`src/rtl/jk_bank_arbiter_if.sv`:
```
// jk_bank_arbiter_if: groups the requester command bus and the bank
// status outputs of jk_bank_arbiter.
//   req  [NREQ]       level request per requester
//   op   [2*NREQ]     per-requester JK command, {J,K} at [2i+1:2i]
//   idx  [IDXW*NREQ]  per-requester target bit index
//   gnt  [NREQ]       one-hot grant pulse when a command is applied
//   busy              command being applied
//   err               out-of-range index pulse, aligned with gnt
//   q/qn [NBITS]      bank state and its complement
// master: requester side; slave: the arbiter.
interface jk_bank_arbiter_if #(
    parameter int NREQ  = 4,
    parameter int NBITS = 6,
    parameter int IDXW  = 3
);
    logic [NREQ-1:0]      req;
    logic [2*NREQ-1:0]    op;
    logic [IDXW*NREQ-1:0] idx;
    logic [NREQ-1:0]      gnt;
    logic                 busy;
    logic                 err;
    logic [NBITS-1:0]     q;
    logic [NBITS-1:0]     qn;

    modport master (
        output req, op, idx,
        input  gnt, busy, err, q, qn
    );

    modport slave (
        input  req, op, idx,
        output gnt, busy, err, q, qn
    );
endinterface

```
`src/rtl/jk_bank_arbiter.sv`:
```
// jk_bank_arbiter: bank of NBITS JK storage bits shared by NREQ requesters.
// A round-robin arbiter picks one pending request in IDLE, captures its
// command, and the APPLY state commits it to the bank and grants.
//   clk  rising-edge clock
//   rst  asynchronous active-high reset
//   bus  jk_bank_arbiter_if slave modport (req/op/idx in; gnt/busy/err/q/qn out)
module jk_bank_arbiter #(
    parameter int NREQ  = 4,
    parameter int NBITS = 6,
    parameter int IDXW  = 3
) (
    input  logic            clk,
    input  logic            rst,
    jk_bank_arbiter_if.slave bus
);
    localparam int PW = (NREQ > 1) ? $clog2(NREQ) : 1;
    localparam int unsigned NB = NBITS;
    localparam logic [PW-1:0] LAST = PW'(NREQ - 1);

    localparam logic [0:0] IDLE  = 1'b0;
    localparam logic [0:0] APPLY = 1'b1;

    logic [0:0]       state;
    logic [PW-1:0]    ptr;
    logic [PW-1:0]    w_c;
    logic [1:0]       op_c;
    logic [IDXW-1:0]  idx_c;
    logic [NBITS-1:0] q_r;
    logic [NBITS-1:0] q_next;
    logic [NREQ-1:0]  gnt_r;
    logic             busy_r;
    logic             err_r;
    logic             idx_ok;

    logic             win_vld;
    logic [PW-1:0]    win_c;
    logic [1:0]       win_op;
    logic [IDXW-1:0]  win_idx;

    // Round-robin scan as two ascending passes: indices at or above ptr
    // first, then the wrapped-around indices below ptr.
    always_comb begin
        win_vld = 1'b0;
        win_c   = '0;
        win_op  = '0;
        win_idx = '0;
        for (int unsigned i = 0; i < NREQ; i++) begin
            if (!win_vld && bus.req[i] && (PW'(i) >= ptr)) begin
                win_vld = 1'b1;
                win_c   = PW'(i);
                win_op  = bus.op[2*i +: 2];
                win_idx = bus.idx[IDXW*i +: IDXW];
            end
        end
        for (int unsigned i = 0; i < NREQ; i++) begin
            if (!win_vld && bus.req[i] && (PW'(i) < ptr)) begin
                win_vld = 1'b1;
                win_c   = PW'(i);
                win_op  = bus.op[2*i +: 2];
                win_idx = bus.idx[IDXW*i +: IDXW];
            end
        end
    end

    assign idx_ok = (32'(idx_c) < NB);

    // Next bank value: only the addressed bit can change; an out-of-range
    // index matches no bit, leaving the bank untouched.
    always_comb begin
        q_next = q_r;
        for (int unsigned b = 0; b < NBITS; b++) begin
            if (32'(idx_c) == b) begin
                case (op_c)
                    2'b10:   q_next[b] = 1'b1;
                    2'b01:   q_next[b] = 1'b0;
                    2'b11:   q_next[b] = ~q_r[b];
                    default: q_next[b] = q_r[b];
                endcase
            end
        end
    end

    always_ff @(posedge clk or posedge rst) begin
        if (rst) begin
            state  <= IDLE;
            ptr    <= '0;
            w_c    <= '0;
            op_c   <= '0;
            idx_c  <= '0;
            q_r    <= '0;
            gnt_r  <= '0;
            busy_r <= 1'b0;
            err_r  <= 1'b0;
        end else begin
            gnt_r <= '0;
            err_r <= 1'b0;
            if (state == IDLE) begin
                if (win_vld) begin
                    w_c    <= win_c;
                    op_c   <= win_op;
                    idx_c  <= win_idx;
                    state  <= APPLY;
                    busy_r <= 1'b1;
                end
            end else begin
                q_r    <= q_next;
                gnt_r  <= {{(NREQ-1){1'b0}}, 1'b1} << w_c;
                err_r  <= ~idx_ok;
                ptr    <= (w_c == LAST) ? '0 : w_c + 1'b1;
                state  <= IDLE;
                busy_r <= 1'b0;
            end
        end
    end

    assign bus.gnt  = gnt_r;
    assign bus.busy = busy_r;
    assign bus.err  = err_r;
    assign bus.q    = q_r;
    assign bus.qn   = ~q_r;
endmodule

```
`src/flat_wrapper.sv`:
```
// flat-port wrapper written by rule: the top's interface ports become plain ports
module jk_bank_arbiter_flat 
#(
    parameter int NREQ  = 4,
    parameter int NBITS = 6,
    parameter int IDXW  = 3
)
  (clk, rst, bus_req, bus_op, bus_idx, bus_gnt, bus_busy, bus_err, bus_q, bus_qn);
  jk_bank_arbiter_if #(.NREQ(NREQ), .NBITS(NBITS), .IDXW(IDXW)) bus_i ();
  input  logic clk;
  input  logic rst;
  input wire logic [$bits(bus_i.req)-1:0] bus_req;
  input wire logic [$bits(bus_i.op)-1:0] bus_op;
  input wire logic [$bits(bus_i.idx)-1:0] bus_idx;
  output wire logic [$bits(bus_i.gnt)-1:0] bus_gnt;
  output wire logic [$bits(bus_i.busy)-1:0] bus_busy;
  output wire logic [$bits(bus_i.err)-1:0] bus_err;
  output wire logic [$bits(bus_i.q)-1:0] bus_q;
  output wire logic [$bits(bus_i.qn)-1:0] bus_qn;
  assign bus_i.req = bus_req;
  assign bus_i.op = bus_op;
  assign bus_i.idx = bus_idx;
  assign bus_gnt = bus_i.gnt;
  assign bus_busy = bus_i.busy;
  assign bus_err = bus_i.err;
  assign bus_q = bus_i.q;
  assign bus_qn = bus_i.qn;
  jk_bank_arbiter #(.NREQ(NREQ), .NBITS(NBITS), .IDXW(IDXW)) u_core (.clk(clk), .rst(rst), .bus(bus_i));
endmodule
```
`config.mk`:
```
export PLATFORM = sky130hd
export DESIGN_NAME = jk_bank_arbiter_flat
export DESIGN_NICKNAME = d
export VERILOG_FILES = /design/src/rtl/jk_bank_arbiter_if.sv /design/src/rtl/jk_bank_arbiter.sv /design/src/flat_wrapper.sv
export SDC_FILE = /design/constraint.sdc
export NUM_CORES = 1
export LEC_CHECK = 0
export CORE_ASPECT_RATIO = 0.6
export CORE_UTILIZATION = 42
export CTS_CLUSTER_SIZE = 20
export DETAILED_ROUTE_END_ITERATION = 12
export PLACE_DENSITY = 0.83
export SLEW_MARGIN = 20
export SYNTH_ARGS = -nofsm -noshare
export SYNTH_HDL_FRONTEND = slang
export SYNTH_SLANG_ARGS = --single-unit
```
`constraint.sdc`:
```
create_clock -name clk -period 1.3 [get_ports clk]
set_input_delay 0.26 -clock clk [delete_from_list [all_inputs] [get_ports clk]]
set_output_delay 0.26 -clock clk [all_outputs]
set_load 0.05 [all_outputs]
```
==> results of run 1 <==
-- cells in the final DEF, fill, tap and decap left out, types with 4 or more instances in the layout --
cell type        instances
inv_1                    9
dfrtp_1                 19
nor3_1                   5
a21oi_1                  6
o22ai_1                  4
nand3_1                 12
a221oi_2                 8
o21ai_1                  5
a21o_1                   5
nor2_1                  11
and2_1                   5
nand2_1                 11
ha_1                     4
clkdlybuf4s50_1         21
buf_12                  18
a31o_1                   4
buf_4                   32
buf_6                    4
-- area by class of cell --
cell class	instances	area share
Clock buffer	3	0.0162
Inverter	13	0.0226
Clock inverter	1	0.0118
Sequential cell	22	0.217
Multi-Input combinational cell	122	0.364
Tap cell	45	0.0221
Timing Repair Buffer	79	0.346
-- repair_timing --
| item | CTS | global route |
|---|---|---|
| resized for setup | 18 | 20 |
| buffers inserted | 2 | 2 |
| endpoints found under the setup margin | 8 | 11 |
| pin swaps | 8 | 7 |
| hold buffers | 0 | 0 |
-- worst max-delay path, delay by kind of cell, from the launching register on --
kind               cells  cell delay (ps)
AOI/OAI and AO/OA      3              600
and+or+nand+nor        2              400
DFF                    1              450
-- routing by layer --
| metal | vias up | GRT usage | routed length (um) |
|---|---|---|---|
| met2 | 55 | 0.382 | 2020 |
| met5 | - | 0 | 0 |
| met3 | 2 | 0.0533 | 258 |
| met1 | 774 | 0.357 | 2200 |
| li1 | 751 | - | - |
| met4 | 0 | 0.0444 | 10 |
-- where the power goes --
| group | switching [mW] | internal [mW] | leakage (nW) |
|---|---|---|---|
| logic | 1.95 | 1.86 | 0.806 |
| clock network | 0.226 | 0.411 | 0.0357 |
| registers | 0.410 | 0.982 | 0.267 |
| total | 2.58 | 3.25 | 1.11 |
-- registers in the layout, summed over array words and instances, names as in the netlist --
signal	flops
u_core.op_c	2
u_core.bus.err	1
u_core.bus.gnt	4
u_core.state	1
u_core.bus.q	6
u_core.w_c	2
u_core.bus.busy	1
u_core.ptr	2
u_core.idx_c	3
-- logic make-up after synthesis --
family                   after synthesis
adder cells (fa/ha/maj)                4
AND/OR/NAND/NOR                       66
AO/OA/AOI/OAI                         51
multiplexers                           1
buffers and inverters                 19
flip-flops                            22
-- stage by stage --
| step | utilization | cell area [um^2] | cells | setup WS, ps | hold WS [ps] |
|---|---|---|---|---|---|
| final | 0.777 | 2550 | 285 | -231 | 323 |
| after global routing | 0.777 | 2550 | 285 | -298 | 371 |
| after CTS | 0.760 | 2500 | 283 | -247 | 330 |
| after detailed placement | 0.726 | 2380 | 278 | -678 | 557 |
| after global placement | 0.726 | 2380 | 278 | -636 | 554 |
| after floorplan | - | 1520 | 163 | -112 | 249 |
-- worst min path at each step --
stage,end,depth (start not counted)
finish,u_core.bus.err,3
global route,u_core.bus.err,3
CTS,u_core.bus.err,3
detailed placement,u_core.bus.busy,2
global placement,u_core.bus.busy,2
floorplan,u_core.bus.busy,1
==> reports/qor.yml, run 1 <==
worst_setup_path:
  r2r-start: "u_core.ptr[0]"
  r2r-end: "u_core.op_c[0]"
  worstSetupStartpointType: "register"
  required_ps: 1470
  r2r_cells: 5
  reg2reg_slack_ps: -230
  crit_path_top_delay_cell: "dfrtp_2"
  cp_max_fo: 7
  crit_path_start: "u_core.ptr[0]"
  crit_chain: "and2b_4, nand2_1, a21o_1, a31o_1, a221oi_2"
  critPathCapture: "u_core.op_c[0]"
  max_stage_delay_ps: 450
  worstSetupEndpointType: "register"
  cp.arrival_ps: 1700
  path_class: "register to register"
cts:
  clock_latency_ps: 260
  numCtsBuffers: 3
  cts_tree: "done"
  htree_levels: 1
  clockBufferDepth: 2
  clk_pin_slew_ps: 80
  clock-sinks: 22
  root_buffer: "clkbuf_8"
floorplanning:
  coreArea_mm2: 0.00328
  dieWidth_um: 78.2
  dieHeight_um: 47.7
  initial_core_util: 0.446
  rows: 16
  fp.dieArea_mm2: 0.00373
  ios: 44
timing:
  setup_viol: 7
  finalCritPeriodShare: 1.18
  fin_worst_skew_ps: 5.25
  finalSetupTns_ps: -1250
  hold_viol_final: 0
  max_clock_freq_mhz: 653
  worst_pin_slew_ps: 287
  period_minus_slack_ps: 1530
  slew_viol_final: 0
  rsz0062_at_grt: "true"
  slew_headroom: 0.807
  layout_setup_ws_ps: -231
global_routing:
  grt_start_max_net_pins: 23
  grt_pass1_wl_um: 6730
  grt_util_all_layers: 0.244
  grt_overflow_total: 0
  antenna_found_initial: 0
  grt_pass1_vias: 1366
place:
  dp_hpwl_um: 3390
  gp_congestion: 0.920
  place.port_buffers: 43
run:
  cap_viol_max_count: 0
yosys:
  synthAdderAreaFrac: 0.0342
  synth_flop_cell: "dfrtp_1"
  synth-simple-area-share: 0.241
  synth_most_common_cell: "dfrtp_1"
  synth-edff-count: 0
  synth_mux_area_frac: 0.00770
  synth_compound_area_frac: 0.277
  ys_async_sr_fraction: 1.00
  synth_top_area_frac: 0.376
  synth.distinct_cells: 48
  synth_commonest_cells: "dfrtp_1, nand2_1, nand3_1"
  syn_nets: 193
  synthTopCellsByArea: "dfrtp_1, nand3_1, a221oi_2"
  yosys_warnings: 0
  syn-cell-area_mm2: 0.00146
  synthXorXnorAreaFrac: 0
  postSynthAreaPerCell_um2: 8.97
  synthCells: 163
  synth_seq_cells: 22
  synth_top_family_by_area: "compound AO/OA/AOI/OAI gates"
  synth_seq_area_share: 0.376
  synth_top_area_cell: "dfrtp_1"
drt:
  via_per_inst: 5.55
  route.detailed.drc: 0
  drtIter0Drc: 98
  wl_um: 4490
  num_vias: 1582
  firstDrtPassIters: 4
  detail-route-antenna-nets: 0
  wl_per_cell_um: 15.8
power_and_ir_drop:
  p_total_mw: 5.84
  p_leak_nw: 1.11
  powerDensity_mw_per_mm2: 2290
  max-vdd-ir-drop_mv: 1.60
outcome:
  status: "finished, violations left"
  violations: "negative setup slack"
layout:
  layout-drive-gt1-share: 0.417
  multi_input_comb_area_um2: 928
  nNetsFinal: 271
  diodes: 0
  fill_cells: 212
  register_area_um2: 554
  area_growth_syn_to_layout_pct: 74.3
worst_hold_path:
  min-delay-path-class: "primary input to async pin"
No activity file was read; power rests on OpenSTA's default activity.
==> run 2: changes to the inputs <==
--- a/config.mk
+++ b/config.mk
@@ -5,6 +5,7 @@
 export SDC_FILE = /design/constraint.sdc
 export NUM_CORES = 1
 export LEC_CHECK = 0
+export ABC_AREA = 0
 export CORE_ASPECT_RATIO = 0.6
 export CORE_UTILIZATION = 42
 export CTS_CLUSTER_SIZE = 20
==> results of run 2 <==
The final DEF is identical to that of run 1; final timing and power are the same.
